File: src/rtl/alsu_rr_scheduler.sv
// alsu_rr_scheduler: shares one ALSU among N requesters with round-robin grants,
// tracks the ALSU latency with a tag pipeline and returns results through a
// credit-protected FIFO. Define ALSU_SCHED_LOCK_EN to add the req_lock port.
module alsu_rr_scheduler #(
  parameter int N          = 4,
  parameter int WIDTH      = 3,
  parameter int OUT_W      = 6,
  parameter int LAT        = 2,
  parameter int FIFO_DEPTH = 4
) (
  input  logic                                   clk,
  input  logic                                   reset,
  input  logic [N-1:0]                           req_valid,
  output logic [N-1:0]                           req_ready,
  input  logic [3*N-1:0]                         req_opcode,
  input  logic [WIDTH*N-1:0]                     req_A,
  input  logic [WIDTH*N-1:0]                     req_B,
  input  logic [N-1:0]                           req_cin,
  input  logic [N-1:0]                           req_serial_in,
  input  logic [N-1:0]                           req_direction,
  input  logic [N-1:0]                           req_red_op_A,
  input  logic [N-1:0]                           req_red_op_B,
  input  logic [N-1:0]                           req_bypass_A,
  input  logic [N-1:0]                           req_bypass_B,
  output logic [2:0]                             alsu_opcode,
  output logic [WIDTH-1:0]                       alsu_A,
  output logic [WIDTH-1:0]                       alsu_B,
  output logic                                   alsu_cin,
  output logic                                   alsu_serial_in,
  output logic                                   alsu_direction,
  output logic                                   alsu_red_op_A,
  output logic                                   alsu_red_op_B,
  output logic                                   alsu_bypass_A,
  output logic                                   alsu_bypass_B,
  input  logic [OUT_W-1:0]                       alsu_out,
  output logic                                   rsp_valid,
  input  logic                                   rsp_ready,
  output logic [((N > 1) ? $clog2(N) : 1)-1:0]   rsp_id,
  output logic [OUT_W-1:0]                       rsp_data,
  output logic                                   rsp_err
`ifdef ALSU_SCHED_LOCK_EN
  ,
  input  logic [N-1:0]                           req_lock
`endif
);

  localparam int ID_W = (N > 1) ? $clog2(N) : 1;
  localparam int CW   = $clog2(FIFO_DEPTH + 1);
  localparam int PW   = (FIFO_DEPTH > 1) ? $clog2(FIFO_DEPTH) : 1;
  localparam int EW   = ID_W + OUT_W + 1;

  logic [ID_W-1:0] ptr;
  logic [ID_W-1:0] start;
  logic [ID_W-1:0] grant_id;
  logic [N-1:0]    grant;
  logic [CW-1:0]   credits;
  logic            accept;
  logic            pop;
  logic            push;
  logic            grant_err;

  logic [LAT-1:0]  tag_v;
  logic [ID_W-1:0] tag_id  [LAT];
  logic            tag_err [LAT];

  logic [EW-1:0]   mem [FIFO_DEPTH];
  logic [PW-1:0]   wr_ptr;
  logic [PW-1:0]   rd_ptr;
  logic [CW-1:0]   count;

  function automatic logic [ID_W-1:0] next_id(input logic [ID_W-1:0] x);
    if (int'(x) == N - 1) return '0;
    return x + 1'b1;
  endfunction

  function automatic logic [PW-1:0] next_slot(input logic [PW-1:0] x);
    if (int'(x) == FIFO_DEPTH - 1) return '0;
    return x + 1'b1;
  endfunction

`ifdef ALSU_SCHED_LOCK_EN
  logic            lock_active;
  logic [ID_W-1:0] lock_owner;
  logic            owner_hold;

  // A lock that has lost its owner's valid already searches from owner+1
  assign owner_hold = lock_active & req_valid[lock_owner];
  assign start      = lock_active ? next_id(lock_owner) : ptr;
`else
  assign start = ptr;
`endif

  // Round-robin search from the start pointer; lowest offset wins
  always_comb begin
    int idx;
    idx      = 0;
    grant    = '0;
    grant_id = '0;
    if (!reset && credits != '0) begin
`ifdef ALSU_SCHED_LOCK_EN
      if (owner_hold) begin
        grant[lock_owner] = 1'b1;
        grant_id          = lock_owner;
      end else
`endif
      for (int k = N - 1; k >= 0; k--) begin
        idx = int'(start) + k;
        if (idx >= N) idx = idx - N;
        if (req_valid[idx]) begin
          grant      = '0;
          grant[idx] = 1'b1;
          grant_id   = ID_W'(idx);
        end
      end
    end
  end

  assign req_ready = grant;
  assign accept    = |grant;

  // Route the granted payload to the ALSU, otherwise hold it on a NOP
  always_comb begin
    int sel;
    sel            = int'(grant_id);
    alsu_opcode    = 3'd0;
    alsu_A         = '0;
    alsu_B         = '0;
    alsu_cin       = 1'b0;
    alsu_serial_in = 1'b0;
    alsu_direction = 1'b0;
    alsu_red_op_A  = 1'b0;
    alsu_red_op_B  = 1'b0;
    alsu_bypass_A  = 1'b1;
    alsu_bypass_B  = 1'b1;
    if (accept) begin
      alsu_opcode    = req_opcode[3*sel +: 3];
      alsu_A         = req_A[WIDTH*sel +: WIDTH];
      alsu_B         = req_B[WIDTH*sel +: WIDTH];
      alsu_cin       = req_cin[sel];
      alsu_serial_in = req_serial_in[sel];
      alsu_direction = req_direction[sel];
      alsu_red_op_A  = req_red_op_A[sel];
      alsu_red_op_B  = req_red_op_B[sel];
      alsu_bypass_A  = req_bypass_A[sel];
      alsu_bypass_B  = req_bypass_B[sel];
    end
  end

  assign grant_err = (alsu_opcode[2:1] == 2'b11) |
                     ((alsu_red_op_A | alsu_red_op_B) & (alsu_opcode >= 3'd2));

  // Pointer advances past the served requester unless it keeps a lock
  always_ff @(posedge clk or posedge reset) begin
    if (reset) begin
      ptr <= '0;
`ifdef ALSU_SCHED_LOCK_EN
      lock_active <= 1'b0;
      lock_owner  <= '0;
`endif
    end else begin
      if (accept) begin
`ifdef ALSU_SCHED_LOCK_EN
        if (req_lock[grant_id]) begin
          lock_active <= 1'b1;
          lock_owner  <= grant_id;
        end else begin
          lock_active <= 1'b0;
          ptr         <= next_id(grant_id);
        end
`else
        ptr <= next_id(grant_id);
`endif
      end
`ifdef ALSU_SCHED_LOCK_EN
      else if (lock_active && !req_valid[lock_owner]) begin
        lock_active <= 1'b0;
        ptr         <= next_id(lock_owner);
      end
`endif
    end
  end

  // One credit per FIFO slot: taken on issue, returned when the result leaves
  always_ff @(posedge clk or posedge reset) begin
    if (reset) begin
      credits <= CW'(FIFO_DEPTH);
    end else begin
      case ({accept, pop})
        2'b10:   credits <= credits - 1'b1;
        2'b01:   credits <= credits + 1'b1;
        default: credits <= credits;
      endcase
    end
  end

  // Tag pipeline mirrors the ALSU latency so each result meets its owner
  always_ff @(posedge clk or posedge reset) begin
    if (reset) begin
      tag_v <= '0;
      for (int k = 0; k < LAT; k++) begin
        tag_id[k]  <= '0;
        tag_err[k] <= 1'b0;
      end
    end else begin
      tag_v[0]   <= accept;
      tag_id[0]  <= grant_id;
      tag_err[0] <= grant_err;
      for (int k = 1; k < LAT; k++) begin
        tag_v[k]   <= tag_v[k-1];
        tag_id[k]  <= tag_id[k-1];
        tag_err[k] <= tag_err[k-1];
      end
    end
  end

  assign push = tag_v[LAT-1];

  // Result storage; entries are only meaningful while counted as occupied
  always_ff @(posedge clk) begin
    if (push) mem[wr_ptr] <= {tag_id[LAT-1], alsu_out, tag_err[LAT-1]};
  end

  // FIFO pointers and occupancy; simultaneous push and pop keep the count
  always_ff @(posedge clk or posedge reset) begin
    if (reset) begin
      wr_ptr <= '0;
      rd_ptr <= '0;
      count  <= '0;
    end else begin
      if (push) wr_ptr <= next_slot(wr_ptr);
      if (pop)  rd_ptr <= next_slot(rd_ptr);
      case ({push, pop})
        2'b10:   count <= count + 1'b1;
        2'b01:   count <= count - 1'b1;
        default: count <= count;
      endcase
    end
  end

  assign rsp_valid = (count != '0);
  assign pop       = rsp_valid & rsp_ready;
  assign {rsp_id, rsp_data, rsp_err} = rsp_valid ? mem[rd_ptr] : '0;

endmodule
File: config.mk
export PLATFORM = sky130hd
export DESIGN_NAME = alsu_rr_scheduler
export DESIGN_NICKNAME = d
export VERILOG_FILES = /design/src/rtl/alsu_rr_scheduler.sv
export SDC_FILE = /design/constraint.sdc
export NUM_CORES = 1
export LEC_CHECK = 0
export CAP_MARGIN = 15
export CORE_ASPECT_RATIO = 1.5
export CORE_MARGIN = 5
export CORE_UTILIZATION = 48
export DETAILED_ROUTE_END_ITERATION = 16
export PLACE_DENSITY = 0.81
export SLEW_MARGIN = 5
export SYNTH_ARGS = -nofsm -noshare
export SYNTH_HDL_FRONTEND = slang
export SYNTH_SLANG_ARGS = --single-unit
File: constraint.sdc
create_clock -name clk -period 4 [get_ports clk]
set_input_delay 0.6 -clock clk [delete_from_list [all_inputs] [get_ports clk]]
set_output_delay 0.6 -clock clk [all_outputs]
set_load 0.005 [all_outputs]
==> flow_summary.yaml, run 1 <==
worst_setup_path:
  crit_chain: "clkdlybuf4s50_1 -> mux4_2 -> nor2b_4 -> o211ai_2 -> buf_12 -> and2_1 -> buf_12 -> a211oi_1 -> clkdlybuf4s50_1"
  worst-path-buf-inv: 4
  start_kind: "input port"
  cp.required_ns: 3.40
  critPathSlowestCell: "mux4_2"
  slowest_delay_ns: 0.58
  reg2reg_slack_ns: 0.77
  critical_path_class: "input port to output port"
  cp.arrival_ns: 3.27
  cp-end-kind: "output port"
  cp_max_fo: 16
  critical-path-top-delay-family: "buffers and inverters"
clock_network:
  cts_hold_buf: 0
  cts_tree: "built"
  cts_sinks: 56
  h-tree-depth: 2
  clk_pin_slew_worst_paths_ns: 0.10
  clkLatencyLatePin_ns: 0.31
  numCtsBuffers: 5
  clockBufferDepth: 2
  root_buffer: "clkbuf_8"
drt:
  drc: 0
  wl_microns: 8960
  via_per_inst: 5.81
  drt_iter0_drc: 183
  via_count: 2928
  postRouteAntennaNets: 0
  wl_per_cell_microns: 17.8
  drt-pass1-iter-count: 4
layout:
  layout-drive-gt1-share: 0.146
  multiInputGateArea_sq_mm: 0.00183
  final_cell_mix: "clkdlybuf4s50_1, edfxtp_1, a221oi_1"
  final_common_cell: "clkdlybuf4s50_1"
  fin_area_sq_mm: 0.00498
  nNetsFinal: 497
  instances_no_fill: 504
  n_antenna_cell: 0
  area_growth_pct: 38.1
  fillers: 550
  regArea_sq_mm: 0.00158
  final_core_util: 0.685
power_and_ir_drop:
  swShare: 0.384
  power.density_mw_per_mm2: 683
  total_power_mw: 3.40
  p_switching_mw: 1.31
  p_int_mw: 2.10
  pwr-share-clk: 0.090
  p_seq_frac: 0.273
  ir_worst_vdd_v: 0.000349
  p_comb_frac: 0.637
  power_leakage_nw: 1.86
placed_design:
  gp_congestion: 0.904
  pre_cts_ws_ns: 0.144
  dp_hpwl_microns: 7100
  dp.cells: 494
  dpl_cell_area_sq_mm: 0.00487
  io_buffers: 106
timing:
  fmax_mhz: 258
  worst_slack_ns: 0.126
  hold_viol_final: 0
  slew_headroom: 0.525
  finalClockSkew_ns: 0.0146
  tightest_slew_ns: 0.712
  rsz0062_at_grt: "no"
  drv_slew: 0
  post-route-min-period_ns: 3.87
  whs_ns: 0.364
  final.setup.tns_ns: 0
  min_period_over_period: 0.969
  setup_viol: 0
logic_synthesis:
  yosys_warnings: 0
  synthCells: 288
  synth_top_family_by_area: "compound AO/OA/AOI/OAI gates"
  synth_seq_cells: 56
  syn-cell-area_sq_mm: 0.00361
  synth-compound-area-share: 0.195
  synthTopCellsByArea: "edfxtp_1, dfrtp_1, mux4_2"
  synth_top_area_frac: 0.300
  synth_flop_cell: "edfxtp_1"
  ys_types: 54
  async_flop_share: 0.357
  ys_seq_area_frac: 0.439
  synth_nets: 382
  syn_avg_cell_area_sq_um: 12.5
  synth_edf_count: 36
  synth_top_area_cell: "edfxtp_1"
  synth_mux_area_frac: 0.141
  yosys.area_share.adder: 0.0659
  synth-simple-area-share: 0.0892
  synth-xor-area-share: 0.0146
worst_hold_path:
  hp-class: "register to register"
floorplan:
  start_util: 0.496
  fp-row-count: 38
  die_w_microns: 80.8
  die_h_microns: 116
  dieArea_sq_mm: 0.00938
  coreArea_sq_mm: 0.00727
  io_pins: 107
global_routing:
  grt_pass1_wl_microns: 15000
  gr-usage-all-layers: 0.204
  grt_util_met3: 0.0525
  antenna_found_initial: 0
  grtUsageMet1: 0.215
  grt_pass1_vias: 3195
  overflow: 0
  grt-busiest-layer: "met2"
  met2_usage: 0.388
  grt_start_max_net_pins: 24
outcome:
  status: "finished clean"
job:
  maxCapViolations: 0
[worst paths after layout]
path	startpoint	cells after the start	endpoint
setup reg to reg	ptr[0]	13	credits[2]
hold reg to reg	tag_v[0]	0	tag_v[1]
setup / recovery	req_valid[2]	9	alsu_opcode[2]
min in group asynchronous	reset	2	count[1]
hold / removal	tag_v[0]	0	tag_v[1]
max in group asynchronous	reset	2	ptr[0]
[sequential cells by signal (all words and copies together) (netlist names)]
| signal | flops |
|---|---|
| mem | 36 |
| tag_id | 4 |
| count | 3 |
| credits | 3 |
| ptr | 2 |
| rd_ptr | 2 |
| tag_err | 2 |
| tag_v | 2 |
| wr_ptr | 2 |
[cells in the mapped netlist, drive strengths merged, types with 2 or more instances]
cell type	n
mux4	13
nand4	2
nor2b	7
a211oi	16
o2111ai	2
a221o	2
nor2	6
nor4	2
o21ai	8
o31ai	7
or3	4
mux2	3
xnor2	2
a31oi	3
buf	15
mux2i	17
clkbuf	5
and2	14
inv	17
nor3	4
dfrtp	19
o31a	15
a21o	4
a221oi	19
ha	15
nand3	4
a21oi	2
o211ai	2
xor2	4
edfxtp	36
fa	2
nand2	7
[cells by family (layout without fill, tap and decap cells)]
group,after synthesis,after routing
flip-flops,56,56
buffers and inverters,37,153
adder cells (fa/ha/maj),18,18
XOR/XNOR,6,6
AO/OA/AOI/OAI,84,84
multiplexers,33,33
AND/OR/NAND/NOR,54,54
[routing by layer]
metal | vias to the layer above | share of wire | wire (microns)
li1 | 1372 | - | -
met4 | 0 | 0.024 | 219
met2 | 141 | 0.53 | 4720
met5 | - | 0 | 0
met3 | 19 | 0.079 | 710
met1 | 1396 | 0.37 | 3310
[final cells by class]
class                   count  share of cell area
multi-input cells         195               0.367
flip-flops and latches     56               0.318
repair buffers            128               0.259
well taps                 100              0.0251
clock buffers               5              0.0138
inverters                  17              0.0128
clock inverters             3             0.00452
[power by group through the flow]
stage / sequential, mW / combinational (mW) / clock [mW]
after global routing: 0.953 / 2.36 / 0.344
after detailed placement: 0.955 / 2.13 / 0
after global placement: 0.940 / 2.09 / 0
after CTS: 0.943 / 2.14 / 0.317
final: 0.928 / 2.17 / 0.307
after floorplan: 0.893 / 1.34 / 0
[what timing repair did]
action,CTS,global route
setup buffers,0,2
setup endpoints to repair,13,16
resized for setup,1,2
pin swaps,0,1
(Power assumes the default switching activity.)
==> run 2: changes to the inputs <==
--- a/config.mk
+++ b/config.mk
@@ -11,6 +11,7 @@
 export CORE_UTILIZATION = 48
 export DETAILED_ROUTE_END_ITERATION = 16
 export PLACE_DENSITY = 0.81
+export REMOVE_ABC_BUFFERS = 1
 export SLEW_MARGIN = 5
 export SYNTH_ARGS = -nofsm -noshare
 export SYNTH_HDL_FRONTEND = slang
==> flow_summary.yaml, run 2 (synthesis gave the netlist of run 1 again) <==
drt:
  drt-pass1-iter-count: 4
  drc: 0
  drt_iter0_drc: 94
  wl_per_cell_microns: 17.6
  via_per_inst: 5.83
  postRouteAntennaNets: 0
  via_count: 2917
  wl_microns: 8820
layout:
  final_common_cell: "clkdlybuf4s50_1"
  top_register: "mem"
  final_cell_mix: "clkdlybuf4s50_1, edfxtp_1, a221oi_1, dfrtp_1, inv_1"
  largest_register_ffs: 36
  area_growth_pct: 36.4
  n_antenna_cell: 0
  layout-drive-gt1-share: 0.133
  nNetsFinal: 493
  reg_top3: "mem x36, tag_id x4"
timing:
  finalClockSkew_ns: 0.00606
  slew_headroom: 0.497
  setup_viol: 0
  post-route-min-period_ns: 3.87
  fmax_mhz: 258
  drv_slew: 0
  worst_slack_ns: 0.131
  hold_viol_final: 0
  rsz0062_at_grt: "no"
  tightest_slew_ns: 0.753
  whs_ns: 0.355
  min_period_over_period: 0.967
clock_network:
  root_buffer: "clkbuf_8"
  cts_hold_buf: 0
  cts_tree: "built"
  clockBufferDepth: 2
  h-tree-depth: 2
  clkLatencyLatePin_ns: 0.31
  clk_pin_slew_worst_paths_ns: 0.09
  numCtsBuffers: 5
  cts_sinks: 56
worst_setup_path:
  crit_start: "req_valid[1]"
  cp-end-kind: "output port"
  start_kind: "input port"
  cp_max_fo: 16
  critical_path_class: "input port to output port"
  cp.arrival_ns: 3.27
  cp.required_ns: 3.40
  r2r_start: "ptr[1]"
job:
  maxCapViolations: 0
placed_design:
  io_buffers: 106
  pre_cts_ws_ns: 0.114
  dp_hpwl_microns: 6980
  gp_congestion: 0.826
global_routing:
  grt_start_max_net_pins: 37
  antenna_found_initial: 0
  overflow: 0
  gr-usage-all-layers: 0.196
  grt_pass1_vias: 3205
  grt_pass1_wl_microns: 14300
floorplan:
  start_util: 0.496
  coreArea_sq_mm: 0.00727
  fp-row-count: 38
  die_h_microns: 116
  die_w_microns: 80.8
  dieArea_sq_mm: 0.00938
  io_pins: 107
outcome:
  status: "finished clean"
power_and_ir_drop:
  power_leakage_nw: 1.83
  power.density_mw_per_mm2: 678
  ir_worst_vdd_v: 0.000333
  total_power_mw: 3.34
worst_hold_path:
  min_from: "tag_id[3]"
  hp-class: "register to register"
[run 2: cell types whose count changed in the layout (fill, tap and decap cells not counted)]
cell / delta
ha_1: +1
dfrtp_1: +1
buf_12: -2
buf_4: -2
ha_2: -1
dfrtp_2: -1
clkinvlp_4: +1
clkinv_4: -1
[run 2: per-layer routing]
metal  track usage  share of wire  vias to the layer above
li1              -              -                     1364
met1         0.187           0.33                     1399
met2         0.378           0.54                      136
met3        0.0556          0.094                       18
met4        0.0857          0.027                        0
met5             0              0                        -
[run 2: cell type report]
type                            instances  area (sq um)
Tap cell                              100           125
Fill cell                             556          2350
Inverter                               17          63.8
Clock inverter                          3          21.3
Sequential cell                        56          1580
Multi-Input combinational cell        195          1820
Timing Repair Buffer                  124          1230
Clock buffer                            5          68.8
[run 2: worst paths after layout]
kind                       cells past startpoint    endpoint  slack [ns]
setup / recovery                               9   alsu_B[0]        0.13
hold / removal                                 0   tag_id[1]        0.35
setup reg to reg                              13  credits[2]        0.67
hold reg to reg                                0   tag_id[1]        0.35
max in group asynchronous                      2   wr_ptr[0]        2.65
min in group asynchronous                      2    count[1]        0.88
[run 2: power by group]
group / internal, mW / switching [mW]
logic: 1.13 / 0.984
clock network: 0.125 / 0.180
registers: 0.800 / 0.119
[run 2: stage by stage]
stage / std cells / setup TNS, ns / utilization / cell area [sq um]
2_1_floorplan: 268 / -0.262 / - / 3470
3_3_place_gp: 490 / 0 / 0.662 / 4820
3_5_place_dp: 490 / 0 / 0.662 / 4820
4_1_cts: 498 / 0 / 0.675 / 4910
5_1_grt: 500 / 0 / 0.676 / 4920
6_report: 500 / 0 / 0.676 / 4920
[run 2: timing repair]
| action | CTS | global route |
|---|---|---|
| resized for setup | 0 | 1 |
| endpoints found under the setup margin | 0 | 3 |
| setup buffers | 0 | 2 |
[run 2: critical path, stage by stage]
cell             delay [ns]
clkdlybuf4s50_1        0.51
mux4_2                 0.59
nor2b_4                0.16
o211ai_2               0.11
buf_12                 0.19
and2_1                 0.15
buf_4                  0.16
a211oi_1               0.25
clkdlybuf4s50_1        0.56
==> edit 1, RTL diff (config.mk and constraints of run 2) <==
Build with the macro `ALSU_SCHED_LOCK_EN` defined.
--- a/src/rtl/alsu_rr_scheduler.sv
+++ b/src/rtl/alsu_rr_scheduler.sv
@@ -2,4 +2,6 @@
 // tracks the ALSU latency with a tag pipeline and returns results through a
 // credit-protected FIFO. Define ALSU_SCHED_LOCK_EN to add the req_lock port.
+`define ALSU_SCHED_LOCK_EN
+
 module alsu_rr_scheduler #(
   parameter int N          = 4,
Ports: changed (added req_lock); port bits go from 107 to 111. The function was not compared with the original's and may differ.
==> edit 1 against run 2 <==
  * Worst setup slack worse by 0.41 ns
  * Cell area up 22%
  * Total power up 79%
  * Die area up 6.1%
  * Sequential share of layout area down 4.6 points
  * The run now ends with negative setup slack left
  * First-iteration DRC count up 62%
  * Sequential cell count up 3
  * Maximum frequency down 9.6%
  * Register-to-register slack worse by 0.68 ns
  * Largest cell class unchanged
  * Area after synthesis up 6.9%
  * Count of clock-buffer cells in the layout up 4
  * Routed wire length up 33%
  * Critical endpoint is now alsu_direction
==> edit 1: results (changes against run 2) <==
stage;metric;value;unit;change
global_routing;grt_max_degree;24;;-35%
logic_synthesis;synthTopCellsByArea;edfxtp_1 (28%), dfrtp_1 (14%), mux4_2 (8.2%);;
pwr;pwr-share-seq;17.5;%;-10 points
cts;clock_path_buffers;2;;unchanged
sta;fin_tns_setup;-3.17;ns;-3.17 ns
pwr;switching_share;39.3;%;+0.85 points
routing;drt_first_iter_violations;152;;+62%
routing;highest_layer;met4;;
cts;htree_num_levels;3;;+1
global_routing;globalRouteMet1Util;21.2;%;+2.5 points
placement;gp_congestion;0.973;;+18%
setup_path;cpPeakStageDelay;0.51;ns;-0.08 ns
global_routing;met3_usage;6.04;%;+0.49 points
setup_path;startpoint_type;flip-flop;;
worst_hold_path;hold_path_class;flip-flop to flip-flop;;
outcome;violations;negative setup slack;;
setup_path;cp.arrival;3.68;ns;+0.41 ns
logic_synthesis;yosysSeqAreaShare;43.0;%;-0.87 points
routing;dr_wl_met2;6.61;mm;+38%
cts;cts_buffers;9;;+4
routing;avgViaCountPerCell;5.63;;-3.5%
finish;nets;601;;+22%
sta;worst_pin_slew;0.892;ns;+0.139 ns
global_routing;track_usage;23.5;%;+3.9 points
placement;dp_hpwl;8.95;mm;+28%
setup_path;crit_slowest_cell;mux4_2;;
setup_path;cpLargestDelayFamily;multiplexers;;
finish;fillers;549;;-1.3%
global_routing;antenna_found_initial;0;;unchanged
global_routing;grt_pass1_wl;18.2;mm;+28%
setup_path;r2r_start;lock_owner[0];;
pwr;seq-power;1040;µW;+13%
logic_synthesis;async_flop_share;39.0;%;+3.3 points
finish;layout-drive-gt1-share;33.9;%;+21 points
cts;cts_root_buffer;clkbuf_16;;
setup_path;path_max_fanout;5;;-11
routing;wl_met1;3.77;mm;+28%
finish;reg_top3;mem (36), tag_id (4);;
logic_synthesis;synth_common_cells;edfxtp_1 (36), and2_1 (27), dfrtp_1 (22);;
pwr;p_leak;0.00255;µW;+39%
placement;place.port_buffers;110;;+3.8%
outcome;status;finished with violations;;
pwr;ir_worst_vdd;748;µV;+120%
logic_synthesis;ys_types;67;;+24%
global_routing;met2_usage;46.5;%;+8.7 points
global_routing;grt_pass1_vias;3819;;+19%
cts;clk_pin_slew;0.06;ns;-0.03 ns
sta;finalSetupViolCount;17;;+17
sta;fin_skew;0.00597;ns;-0.0000867 ns
worst_hold_path;hp-start;tag_v[0];;
routing;wl_met3;810;µm;-2.5%
pwr;p_comb;4210;µW;+100%
placement;dpl-instance-area;5450;µm²;+13%
routing;routed_wirelength;11.7;mm;+33%
floorplan;initial_core_util;48.7;%;-0.84 points
cts;worstSkewPairLatency;0.33;ns;+0.02 ns
sta;worst_slack;-0.278;ns;-0.409 ns
==> edit 1: changes by cell type after synthesis, sizes merged, moves of 6 or more <==
| cell | delta |
|---|---|
| a221oi | -16 |
| o31a | -15 |
| nand2 | +14 |
| a211oi | -13 |
| and2 | +13 |
| o21ai | +11 |
| a21oi | +10 |
| nor2 | +9 |
| mux4 | +8 |
| mux2 | +7 |
| nor2b | -6 |
==> edit 1: worst paths after layout <==
check | endpoint | slack (ns) | cells after the start
worst max-delay path | alsu_direction | -0.28 | 14
worst min-delay path | tag_v[1] | 0.35 | 0
worst max register to register | credits[2] | -0.01 | 20
worst min register to register | tag_v[1] | 0.35 | 0
max in group asynchronous | credits[2] | 3.06 | 3
min in group asynchronous | count[2] | 0.66 | 3
==> edit 1: final cells by class <==
cell class	count	area, µm²	area share (%)
sequential	59	1660	27.6
inverter	22	90.1	1.50
clock inverter	7	61.3	1.02
timing repair inverter	1	6.26	0.104
multi-input combinational	226	2130	35.4
clock buffer	9	225	3.74
timing repair buffer	186	1720	28.5
tap	105	131	2.18
==> edit 1: per-stage QoR <==
stage | setup slack [ns] | instances
after CTS | -0.274 | 612
after floorplan | -0.398 | 307
after global placement | -0.280 | 579
after global routing | -0.440 | 615
after detailed placement | -0.333 | 579
final | -0.278 | 615
==> edit 1: logic make-up after synthesis <==
group	Yosys count	synth area share, %
xor+xnor	7	1.59
buf+inv	37	4.97
simple gates	91	12.8
compound gates	66	12.3
fa+ha+maj	15	5.26
flops	59	43.0
mux	47	20.1
==> edit 1: timing repair <==
action / CTS / global route
buffers inserted: 16 / 3
setup endpoints to repair: 20 / 21
gates resized for setup: 101 / 18
pin swaps: 24 / 11
cloned: 1 / 0
==> edit 2, RTL diff (config.mk and constraints of run 2) <==
Made on the original files. Reset style: synchronous (`reset`), changed in 4 clocked blocks.
--- a/src/rtl/alsu_rr_scheduler.sv
+++ b/src/rtl/alsu_rr_scheduler.sv
@@ -151,5 +151,5 @@
 
   // Pointer advances past the served requester unless it keeps a lock
-  always_ff @(posedge clk or posedge reset) begin
+  always_ff @(posedge clk) begin
     if (reset) begin
       ptr <= '0;
@@ -182,5 +182,5 @@
 
   // One credit per FIFO slot: taken on issue, returned when the result leaves
-  always_ff @(posedge clk or posedge reset) begin
+  always_ff @(posedge clk) begin
     if (reset) begin
       credits <= CW'(FIFO_DEPTH);
@@ -195,5 +195,5 @@
 
   // Tag pipeline mirrors the ALSU latency so each result meets its owner
-  always_ff @(posedge clk or posedge reset) begin
+  always_ff @(posedge clk) begin
     if (reset) begin
       tag_v <= '0;
@@ -222,5 +222,5 @@
 
   // FIFO pointers and occupancy; simultaneous push and pop keep the count
-  always_ff @(posedge clk or posedge reset) begin
+  always_ff @(posedge clk) begin
     if (reset) begin
       wr_ptr <= '0;
Check against the original RTL: differs if reset is asserted again (counterexample within 4 cycles, from zero or initial values and one cycle with reset high); with reset held inactive, the same outputs for 4 cycles.
==> edit 2 against run 2 <==
  * Total power grew 5.4%
  * Via count fell by 3.9%
  * Die area decreased by 7.6%
  * Sequential cell count increased by 2
  * Maximum frequency is 1.2% lower
  * Routed wire length shrank 2.6%
  * Cell area grew 2.1%
  * Area after synthesis is 8.5% lower
  * Largest power group unchanged
  * Critical endpoint is now alsu_opcode[0]
  * Clock power rose by 70%
  * Worst setup slack got worse by 0.049 ns
==> edit 2: results (changes against run 2) <==
stage;metric;value;unit;change
routing;wire_per_inst;16.5;µm;-6.5%
cts;worstSkewPairLatency;0.33;ns;+0.02 ns
placement;gp_congestion;0.901;;+9.1%
worst_hold_path;min_to;tag_err[0][1];;
setup_path;reg2reg_setup_slack;0.46;ns;-0.21 ns
routing;avgViaCountPerCell;5.38;;-7.8%
cts;clk_pin_slew;0.06;ns;-0.03 ns
logic_synthesis;async_flop_share;0;%;-36 points
logic_synthesis;syn_avg_cell_area;11.2;µm²;-11%
routing;wl_met3;837;µm;+0.72%
pwr;ir_worst_vdd;449;µV;+35%
logic_synthesis;ys_types;37;;-31%
finish;nets;532;;+7.9%
pwr;power.total;3520;µW;+5.4%
finish;layout-drive-gt1-share;21.7;%;+8.4 points
global_routing;antenna_found_initial;0;;unchanged
setup_path;critPathLaunch;req_valid[3];;
pwr;clockPowerShare;14.7;%;+5.6 points
placement;dpl-instance-area;4640;µm²;-3.8%
global_routing;globalRouteMet1Util;18.2;%;-0.53 points
pwr;p_sw;1220;µW;-5.1%
routing;dr_wl_met2;4.61;mm;-3.9%
setup_path;cp.arrival;3.32;ns;+0.05 ns
global_routing;grt_pass1_vias;2996;;-6.5%
setup_path;endpoint;alsu_opcode[0];;
routing;vias;2802;;-3.9%
worst_hold_path;hp-start;tag_err[0][0];;
sta;relSlewSlack;59.9;%;+10 points
logic_synthesis;synth_common_cells;edfxtp_1 (36), nand2_1 (32), and2_1 (23);;
placement;dp_hpwl;6.59;mm;-5.6%
sta;hold-worst-slack;0.436;ns;+0.0819 ns
setup_path;reg2reg_to;credits[2];;
logic_synthesis;synth_xor_area_share;1.33;%;-0.13 points
finish;n_antenna_cell;0;;unchanged
cts;cts_buffers;9;;+4
placement;dp_cells;493;;+0.61%
global_routing;grt_max_degree;31;;-16%
global_routing;track_usage;19.8;%;+0.20 points
worst_hold_path;worstHoldPathCells;1;;+1
global_routing;grt_pass1_wl;13.7;mm;-4.2%
cts;htree_num_levels;3;;+1
finish;fillers;482;;-13%
sta;fin_skew;0.00953;ns;+0.00347 ns
setup_path;r2r_start;ptr[0];;
routing;drt_first_iter_violations;97;;+3.2%
pwr;pwr-share-seq;23.5;%;-4.1 points
logic_synthesis;synth-compound-area-share;11.3;%;-8.2 points
sta;worst_slack;0.0824;ns;-0.0486 ns
outcome;status;finished, final reports clean;;
placement;preCtsSetupSlack;-0.207;ns;-0.321 ns
logic_synthesis;yosysSeqAreaShare;46.1;%;+2.2 points
logic_synthesis;synth_adder_area_share;6.90;%;+0.31 points
logic_synthesis;synth.area.mux_share;14.4;%;+0.32 points
## edit 2: cell count changes in the layout (fill, tap and decap cells not counted), moves of 10 or more
cell      before  now
o31a_1        15    0
dfrtp_1       19    0
a221oi_1      19    1
buf_4         15   36
dfxtp_1        0   20
nand2_1        7   32
a21oi_1        1   11
## edit 2: what timing repair did
item,CTS,global route
setup buffers,1,9
resized for setup,8,22
pin swaps,1,4
gates cloned,1,1
setup endpoints to repair,16,16
## edit 2: cell type report
class,instances,area (µm²),share of cell area [%]
multi-input combinational,203,1700,33.9
sequential,58,1520,30.4
timing repair buffer,150,1440,28.6
clock buffer,13,181,3.61
tap,78,97.6,1.94
inverter,16,62.6,1.25
clock inverter,3,18.8,0.374
## edit 2: worst max-delay path, cell delays in order
cell and delay [ns]:
dlygate4sd2_1 0.31, mux4_2 0.57, nor2b_4 0.19, o21ai_0 0.11, a21o_2 0.26, buf_4 0.15, buf_4 0.12, and2_1 0.14
a211oi_1 0.30, a311oi_1 0.10, clkdlybuf4s50_1 0.46
